`src/rtl/mdio_cfg_seq.sv`:
```
// mdio_cfg_seq
//   Drives a fixed PHY bring-up sequence through an external MDIO frame engine:
//     S0 write reg0 = 16'h8000   (soft reset)
//     S1 read  reg0              (poll until bit15 / reset-in-progress clears)
//     S2 write reg4 = 16'h01E1   (autoneg advertisement)
//     S3 write reg0 = 16'h1200   (enable + restart autoneg)
//     S4 read  reg1              (capture status)
//   Each frame is a one-cycle mdio_req with stable op/address/data, completed
//   by a one-cycle mdio_done from the engine. Each frame has its own timeout.
//   The reset poll has an inter-read gap and a retry limit.
//
// Ports
//   sys_clk, sys_rst        : clock, synchronous active-high reset
//   cfg_start_flag          : one-cycle start pulse (accepted only when idle)
//   mdio_req                : one-cycle frame request to the engine
//   mdio_op                 : 1 = write, 0 = read
//   mdio_phy_addr/reg_addr  : frame addressing
//   mdio_wr_data            : write payload (zero for reads)
//   mdio_done, mdio_rd_data : frame completion pulse and read result
//   cfg_busy                : sequence in progress
//   cfg_done                : one-cycle end-of-sequence pulse
//   cfg_err, err_code       : error flag / cause (01 timeout, 10 poll exhausted)
//   phy_status              : last value read from register 1
module mdio_cfg_seq #(
  parameter logic [4:0]  PHY_ADDR = 5'd1,
  parameter logic [15:0] POLL_MAX = 16'd1000,
  parameter logic [15:0] GAP_CYC  = 16'd100,
  parameter logic [15:0] DONE_TO  = 16'd4096
) (
  input  logic        sys_clk,
  input  logic        sys_rst,
  input  logic        cfg_start_flag,
  output logic        mdio_req,
  output logic        mdio_op,
  output logic [4:0]  mdio_phy_addr,
  output logic [4:0]  mdio_reg_addr,
  output logic [15:0] mdio_wr_data,
  input  logic        mdio_done,
  input  logic [15:0] mdio_rd_data,
  output logic        cfg_busy,
  output logic        cfg_done,
  output logic        cfg_err,
  output logic [1:0]  err_code,
  output logic [15:0] phy_status
);

  typedef enum logic [2:0] {
    ST_IDLE  = 3'd0,
    ST_ISSUE = 3'd1,
    ST_WAIT  = 3'd2,
    ST_GAP   = 3'd3,
    ST_FIN   = 3'd4
  } state_t;

  localparam logic [2:0] STEP_RST     = 3'd0;
  localparam logic [2:0] STEP_POLL    = 3'd1;
  localparam logic [2:0] STEP_ANEG    = 3'd2;
  localparam logic [2:0] STEP_RESTART = 3'd3;
  localparam logic [2:0] STEP_STAT    = 3'd4;

  localparam logic [1:0] ERR_NONE    = 2'b00;
  localparam logic [1:0] ERR_TIMEOUT = 2'b01;
  localparam logic [1:0] ERR_POLL    = 2'b10;

  state_t      state_reg, state_next;
  logic [2:0]  step_reg, step_next;
  logic [15:0] poll_cnt_reg, poll_cnt_next;
  logic [15:0] to_cnt_reg, to_cnt_next;
  logic [15:0] gap_cnt_reg, gap_cnt_next;

  logic        req_reg, req_next;
  logic        op_reg, op_next;
  logic [4:0]  phy_reg, phy_next;
  logic [4:0]  addr_reg, addr_next;
  logic [15:0] wdata_reg, wdata_next;
  logic        busy_reg, busy_next;
  logic        done_reg, done_next;
  logic        err_reg, err_next;
  logic [1:0]  code_reg, code_next;
  logic [15:0] status_reg, status_next;

  // Frame contents of the step about to be issued.
  logic        step_op;
  logic [4:0]  step_addr;
  logic [15:0] step_data;

  logic [15:0] poll_inc;

  function automatic logic [15:0] sat_inc(input logic [15:0] v);
    return (v == 16'hFFFF) ? v : v + 16'd1;
  endfunction

  assign poll_inc = sat_inc(poll_cnt_reg);

  always_comb begin
    step_op   = 1'b0;
    step_addr = 5'd0;
    step_data = 16'h0000;
    case (step_next)
      STEP_RST: begin
        step_op   = 1'b1;
        step_addr = 5'd0;
        step_data = 16'h8000;
      end
      STEP_POLL: begin
        step_op   = 1'b0;
        step_addr = 5'd0;
      end
      STEP_ANEG: begin
        step_op   = 1'b1;
        step_addr = 5'd4;
        step_data = 16'h01E1;
      end
      STEP_RESTART: begin
        step_op   = 1'b1;
        step_addr = 5'd0;
        step_data = 16'h1200;
      end
      STEP_STAT: begin
        step_op   = 1'b0;
        step_addr = 5'd1;
      end
      default: begin
        step_op   = 1'b0;
        step_addr = 5'd0;
      end
    endcase
  end

  always_comb begin
    state_next    = state_reg;
    step_next     = step_reg;
    poll_cnt_next = poll_cnt_reg;
    to_cnt_next   = to_cnt_reg;
    gap_cnt_next  = gap_cnt_reg;
    busy_next     = busy_reg;
    err_next      = err_reg;
    code_next     = code_reg;
    status_next   = status_reg;

    case (state_reg)
      ST_IDLE: begin
        if (cfg_start_flag) begin
          state_next    = ST_ISSUE;
          step_next     = STEP_RST;
          poll_cnt_next = 16'd0;
          busy_next     = 1'b1;
          err_next      = 1'b0;
          code_next     = ERR_NONE;
        end
      end

      ST_ISSUE: begin
        // The request cycle is cycle 0 of the frame's timeout window.
        state_next  = ST_WAIT;
        to_cnt_next = sat_inc(to_cnt_reg);
      end

      ST_WAIT: begin
        if (mdio_done) begin
          case (step_reg)
            STEP_POLL: begin
              if (!mdio_rd_data[15]) begin
                step_next  = STEP_ANEG;
                state_next = ST_ISSUE;
              end else begin
                poll_cnt_next = poll_inc;
                if (poll_inc >= POLL_MAX) begin
                  code_next  = ERR_POLL;
                  state_next = ST_FIN;
                end else if (GAP_CYC == 16'd0) begin
                  state_next = ST_ISSUE;
                end else begin
                  gap_cnt_next = 16'd0;
                  state_next   = ST_GAP;
                end
              end
            end
            STEP_STAT: begin
              status_next = mdio_rd_data;
              state_next  = ST_FIN;
            end
            default: begin
              step_next  = step_reg + 3'd1;
              state_next = ST_ISSUE;
            end
          endcase
        end else if (to_cnt_reg >= DONE_TO - 16'd1) begin
          // Window exhausted: the next cycle would be DONE_TO after the request.
          code_next  = ERR_TIMEOUT;
          state_next = ST_FIN;
        end else begin
          to_cnt_next = sat_inc(to_cnt_reg);
        end
      end

      ST_GAP: begin
        if (gap_cnt_reg >= GAP_CYC - 16'd1) begin
          state_next = ST_ISSUE;
        end else begin
          gap_cnt_next = sat_inc(gap_cnt_reg);
        end
      end

      ST_FIN: begin
        state_next = ST_IDLE;
      end

      default: begin
        state_next = ST_IDLE;
      end
    endcase

    if (state_next == ST_ISSUE) begin
      to_cnt_next = 16'd0;
    end

    if (state_next == ST_FIN) begin
      busy_next = 1'b0;
      err_next  = (code_next != ERR_NONE);
    end
  end

  // Registered frame outputs: loaded on ISSUE entry, held through the frame.
  always_comb begin
    req_next   = (state_next == ST_ISSUE);
    done_next  = (state_next == ST_FIN);
    op_next    = op_reg;
    phy_next   = phy_reg;
    addr_next  = addr_reg;
    wdata_next = wdata_reg;
    if (state_next == ST_ISSUE) begin
      op_next    = step_op;
      phy_next   = PHY_ADDR;
      addr_next  = step_addr;
      wdata_next = step_data;
    end
  end

  always_ff @(posedge sys_clk) begin
    if (sys_rst) begin
      state_reg    <= ST_IDLE;
      step_reg     <= STEP_RST;
      poll_cnt_reg <= 16'd0;
      to_cnt_reg   <= 16'd0;
      gap_cnt_reg  <= 16'd0;
      req_reg      <= 1'b0;
      op_reg       <= 1'b0;
      phy_reg      <= 5'd0;
      addr_reg     <= 5'd0;
      wdata_reg    <= 16'h0000;
      busy_reg     <= 1'b0;
      done_reg     <= 1'b0;
      err_reg      <= 1'b0;
      code_reg     <= ERR_NONE;
      status_reg   <= 16'h0000;
    end else begin
      state_reg    <= state_next;
      step_reg     <= step_next;
      poll_cnt_reg <= poll_cnt_next;
      to_cnt_reg   <= to_cnt_next;
      gap_cnt_reg  <= gap_cnt_next;
      req_reg      <= req_next;
      op_reg       <= op_next;
      phy_reg      <= phy_next;
      addr_reg     <= addr_next;
      wdata_reg    <= wdata_next;
      busy_reg     <= busy_next;
      done_reg     <= done_next;
      err_reg      <= err_next;
      code_reg     <= code_next;
      status_reg   <= status_next;
    end
  end

  assign mdio_req      = req_reg;
  assign mdio_op       = op_reg;
  assign mdio_phy_addr = phy_reg;
  assign mdio_reg_addr = addr_reg;
  assign mdio_wr_data  = wdata_reg;
  assign cfg_busy      = busy_reg;
  assign cfg_done      = done_reg;
  assign cfg_err       = err_reg;
  assign err_code      = code_reg;
  assign phy_status    = status_reg;

endmodule

```
`config.mk`:
```
export PLATFORM = sky130hd
export DESIGN_NAME = mdio_cfg_seq
export DESIGN_NICKNAME = d
export VERILOG_FILES = /design/src/rtl/mdio_cfg_seq.sv
export SDC_FILE = /design/constraint.sdc
export NUM_CORES = 1
export LEC_CHECK = 0
export ABC_AREA = 1
export BUFFER_PORTS_ARGS = -buffer_cell sky130_fd_sc_hd__buf_2
export CORE_AREA = 3 3 97 99
export DETAILED_ROUTE_END_ITERATION = 8
export DIE_AREA = 0 0 100 102
export PLACE_DENSITY = 0.73
export SYNTH_ARGS = -nofsm -noshare
export SYNTH_HDL_FRONTEND = slang
export SYNTH_SLANG_ARGS = --single-unit
```
`constraint.sdc`:
```
create_clock -name sys_clk -period 2.3 [get_ports sys_clk]
set_input_delay 0.345 -clock sys_clk [delete_from_list [all_inputs] [get_ports sys_clk]]
set_output_delay 0.345 -clock sys_clk [all_outputs]
set_load 0.005 [all_outputs]
```
==> metrics.cfg <==
[floorplanning]
die_area_um2=10200
fp.dieH_um=102
row_count=34
core_area_um2=8640
ios=69
initial_core_util=0.499
fp.dieW_um=100

[timing]
setup_slack_ps=88.0
worst_slew_pin_slew_ps=651
hold_violations=0
setup_viol=0
slew_headroom=0.560
min_period_ps=2210
rsz0062_at_grt=yes
fmax_ghz=0.452
min_period_over_period=0.962
slew_viol_final=0
finClkSkew_ps=13.1
fin_tns_setup_ps=0

[cells_and_area]
final_cell_mix=nand2_1 (131), nor2_1 (85), dfxtp_1 (71)
register_area_um2=1670
fin_nets=733
area_growth_syn_to_layout_pct=23.8
multi_input_comb_area_um2=2490
drive_above_1_share=0.277
final_core_util=0.617
fillers=751
final_common_cell=nand2_1
antenna_cells=0
final_area_um2=5330

[grt]
grt_max_degree=40
grt.met3_usage=0.0355
grtUsageMet1=0.240
grt_pass1_wl_um=17100
grt_use_met2=0.363
grt_overflow=0
antenna_found_initial=0
grt_pass1_vias=4011
grt_use_total=0.204
top_usage_layer=met2

[yosys]
yosys_warnings=0
yosysUniqueCellTypes=42
async_reset_ff_frac=0
synth_flop_cell=dfxtp_1
synth_edf_count=0
synth_seq_cells=82
avgSynthCellArea_um2=6.91
synth_area_um2=4310
ys_seq_area_frac=0.381
synthCells=623

[power_and_ir_drop]
total_power_mw=4.40
p_leak_nw=2.27
peakVddDrop_mv=0.639
pwr_density_cell_nw_per_um2=826

[status]
status=complete, no violations

[clock_network]
h-tree-depth=3
clock-sinks=82
cts_max_path_buffers=2
insertion_delay_ps=350
cts_tree=built
cts-buffers-inserted=9
clk_pin_slew_worst_paths_ps=80
clock-root-buffer=clkbuf_8
ctsHoldBuffers=0

[placed_design]
pre_cts_ws_ps=-34.9
placedInstanceArea_um2=4770
gp_congestion=0.975
place.port_buffers=53
dp_hpwl_um=7460

[worst_setup_path]
crit_fanout=6
regToRegStartpoint=poll_cnt_reg[1]
worst-r2r-cell-count=17
r2r_setup_slack_ps=90
critPathArrivalTime_ps=2430
end_kind=register
cp.required_ps=2510
crit-reg2reg-capture=mdio_wr_data[12]
worstSetupPathType=register to register
setup.worst_path.start_class=register

[drt]
antenna_left=0
wl_per_cell_um=12.7
drt_iter0_drc=157
totalWireLength_um=10400
num_vias=4246
remaining_drc_errors=0
first_pass_iters=4
viasPerCell=5.18

[hold_path]
holdPathStages=3
hold_class=input port to register
whs_endpoint=phy_status[10]
hold_start=mdio_rd_data[10]

[run]
cap_violations=0

==> synthesized netlist by cell type, types with 2 or more instances <==
cell / number / area, um^2
a21boi_0: 2 / 15.0
a21oi_1: 32 / 160
a21oi_2: 7 / 61.3
a31oi_1: 2 / 12.5
buf_2: 3 / 15.0
buf_4: 21 / 158
clkbuf_1: 10 / 37.5
clkinv_1: 2 / 7.51
dfxtp_1: 82 / 1640
ha_1: 6 / 75.1
inv_1: 55 / 206
nand2_1: 145 / 544
nand2_2: 5 / 31.3
nand2_4: 2 / 22.5
nand3_1: 28 / 140
nand4_1: 16 / 100
nor2_1: 94 / 353
nor2_2: 15 / 93.8
nor3_1: 11 / 55.1
nor4_1: 3 / 18.8
o21ai_0: 41 / 205
o21ai_1: 3 / 15.0
o21bai_1: 2 / 15.0
xnor2_1: 5 / 43.8
xor2_1: 14 / 123
==> worst max-delay path by stage <==
stage                         start  slack (ps)               end  cells after the start
finish              poll_cnt_reg[1]          90  mdio_wr_data[12]                     17
global route        poll_cnt_reg[0]        -110    gap_cnt_reg[2]                     14
CTS                 poll_cnt_reg[1]           6  mdio_wr_data[12]                     17
detailed placement  poll_cnt_reg[1]         -30     to_cnt_reg[2]                     16
global placement    poll_cnt_reg[0]          80     to_cnt_reg[5]                     16
floorplan           poll_cnt_reg[0]         120    to_cnt_reg[12]                     17
==> stage by stage <==
stage	cells	hold slack, ps
after global routing	819	255
after global placement	794	440
after detailed placement	794	444
after floorplan	637	424
after CTS	809	231
final	819	247
==> cell families (layout without fill, tap and decap cells) <==
logic type | count (synthesis) | in the layout | synth area share
AO/OA/AOI/OAI | 97 | 97 | 0.128
buffers and inverters | 94 | 168 | 0.103
XOR/XNOR | 19 | 19 | 0.0387
AND/OR/NAND/NOR | 324 | 324 | 0.331
adder cells (fa/ha/maj) | 6 | 6 | 0.0174
other | 1 | 15 | 0.000871
flip-flops | 82 | 82 | 0.381
==> area by class of cell <==
cell class,count,area share
repair buffers,95,0.112
flip-flops and latches,82,0.312
multi-input cells,461,0.468
clock buffers,10,0.0258
inverters,58,0.0415
well taps,108,0.0254
clock inverters,5,0.0148
==> critical path, stage by stage, from the launching register on <==
cell and delay [ps]:
dfxtp_4 360, ha_4 170, inv_1 90, nor2_4 60, nand4_1 90, buf_4 140, nand2_1 90, nor2_1 120
nand2_1 90, nor2_2 120, nand2_2 120, nand2_2 110, nand3_4 80, nand2_4 110, nand2_8 80, buf_6 130
nand2_2 50, a21oi_2 40
==> repair_timing <==
action | CTS | global route
pin swaps | 1 | 23
setup endpoints to repair | 22 | 44
cloned | 0 | 0
resized for setup | 4 | 77
setup buffers | 0 | 10
==> layer usage <==
metal  routed length, um  share of wire  vias to the layer above
met4                 201          0.019                        0
met2                5200           0.50                      122
li1                    -              -                     2137
met1                4500           0.43                     1963
met5                   0              0                        -
met3                 516          0.050                       24
==> report_power, final <==
part	switching, mW	internal [mW]
logic	1.03	0.637
clock network	0.515	0.634
registers	0.0688	1.52
total	1.61	2.79
No activity file was read; power rests on OpenSTA's default activity.
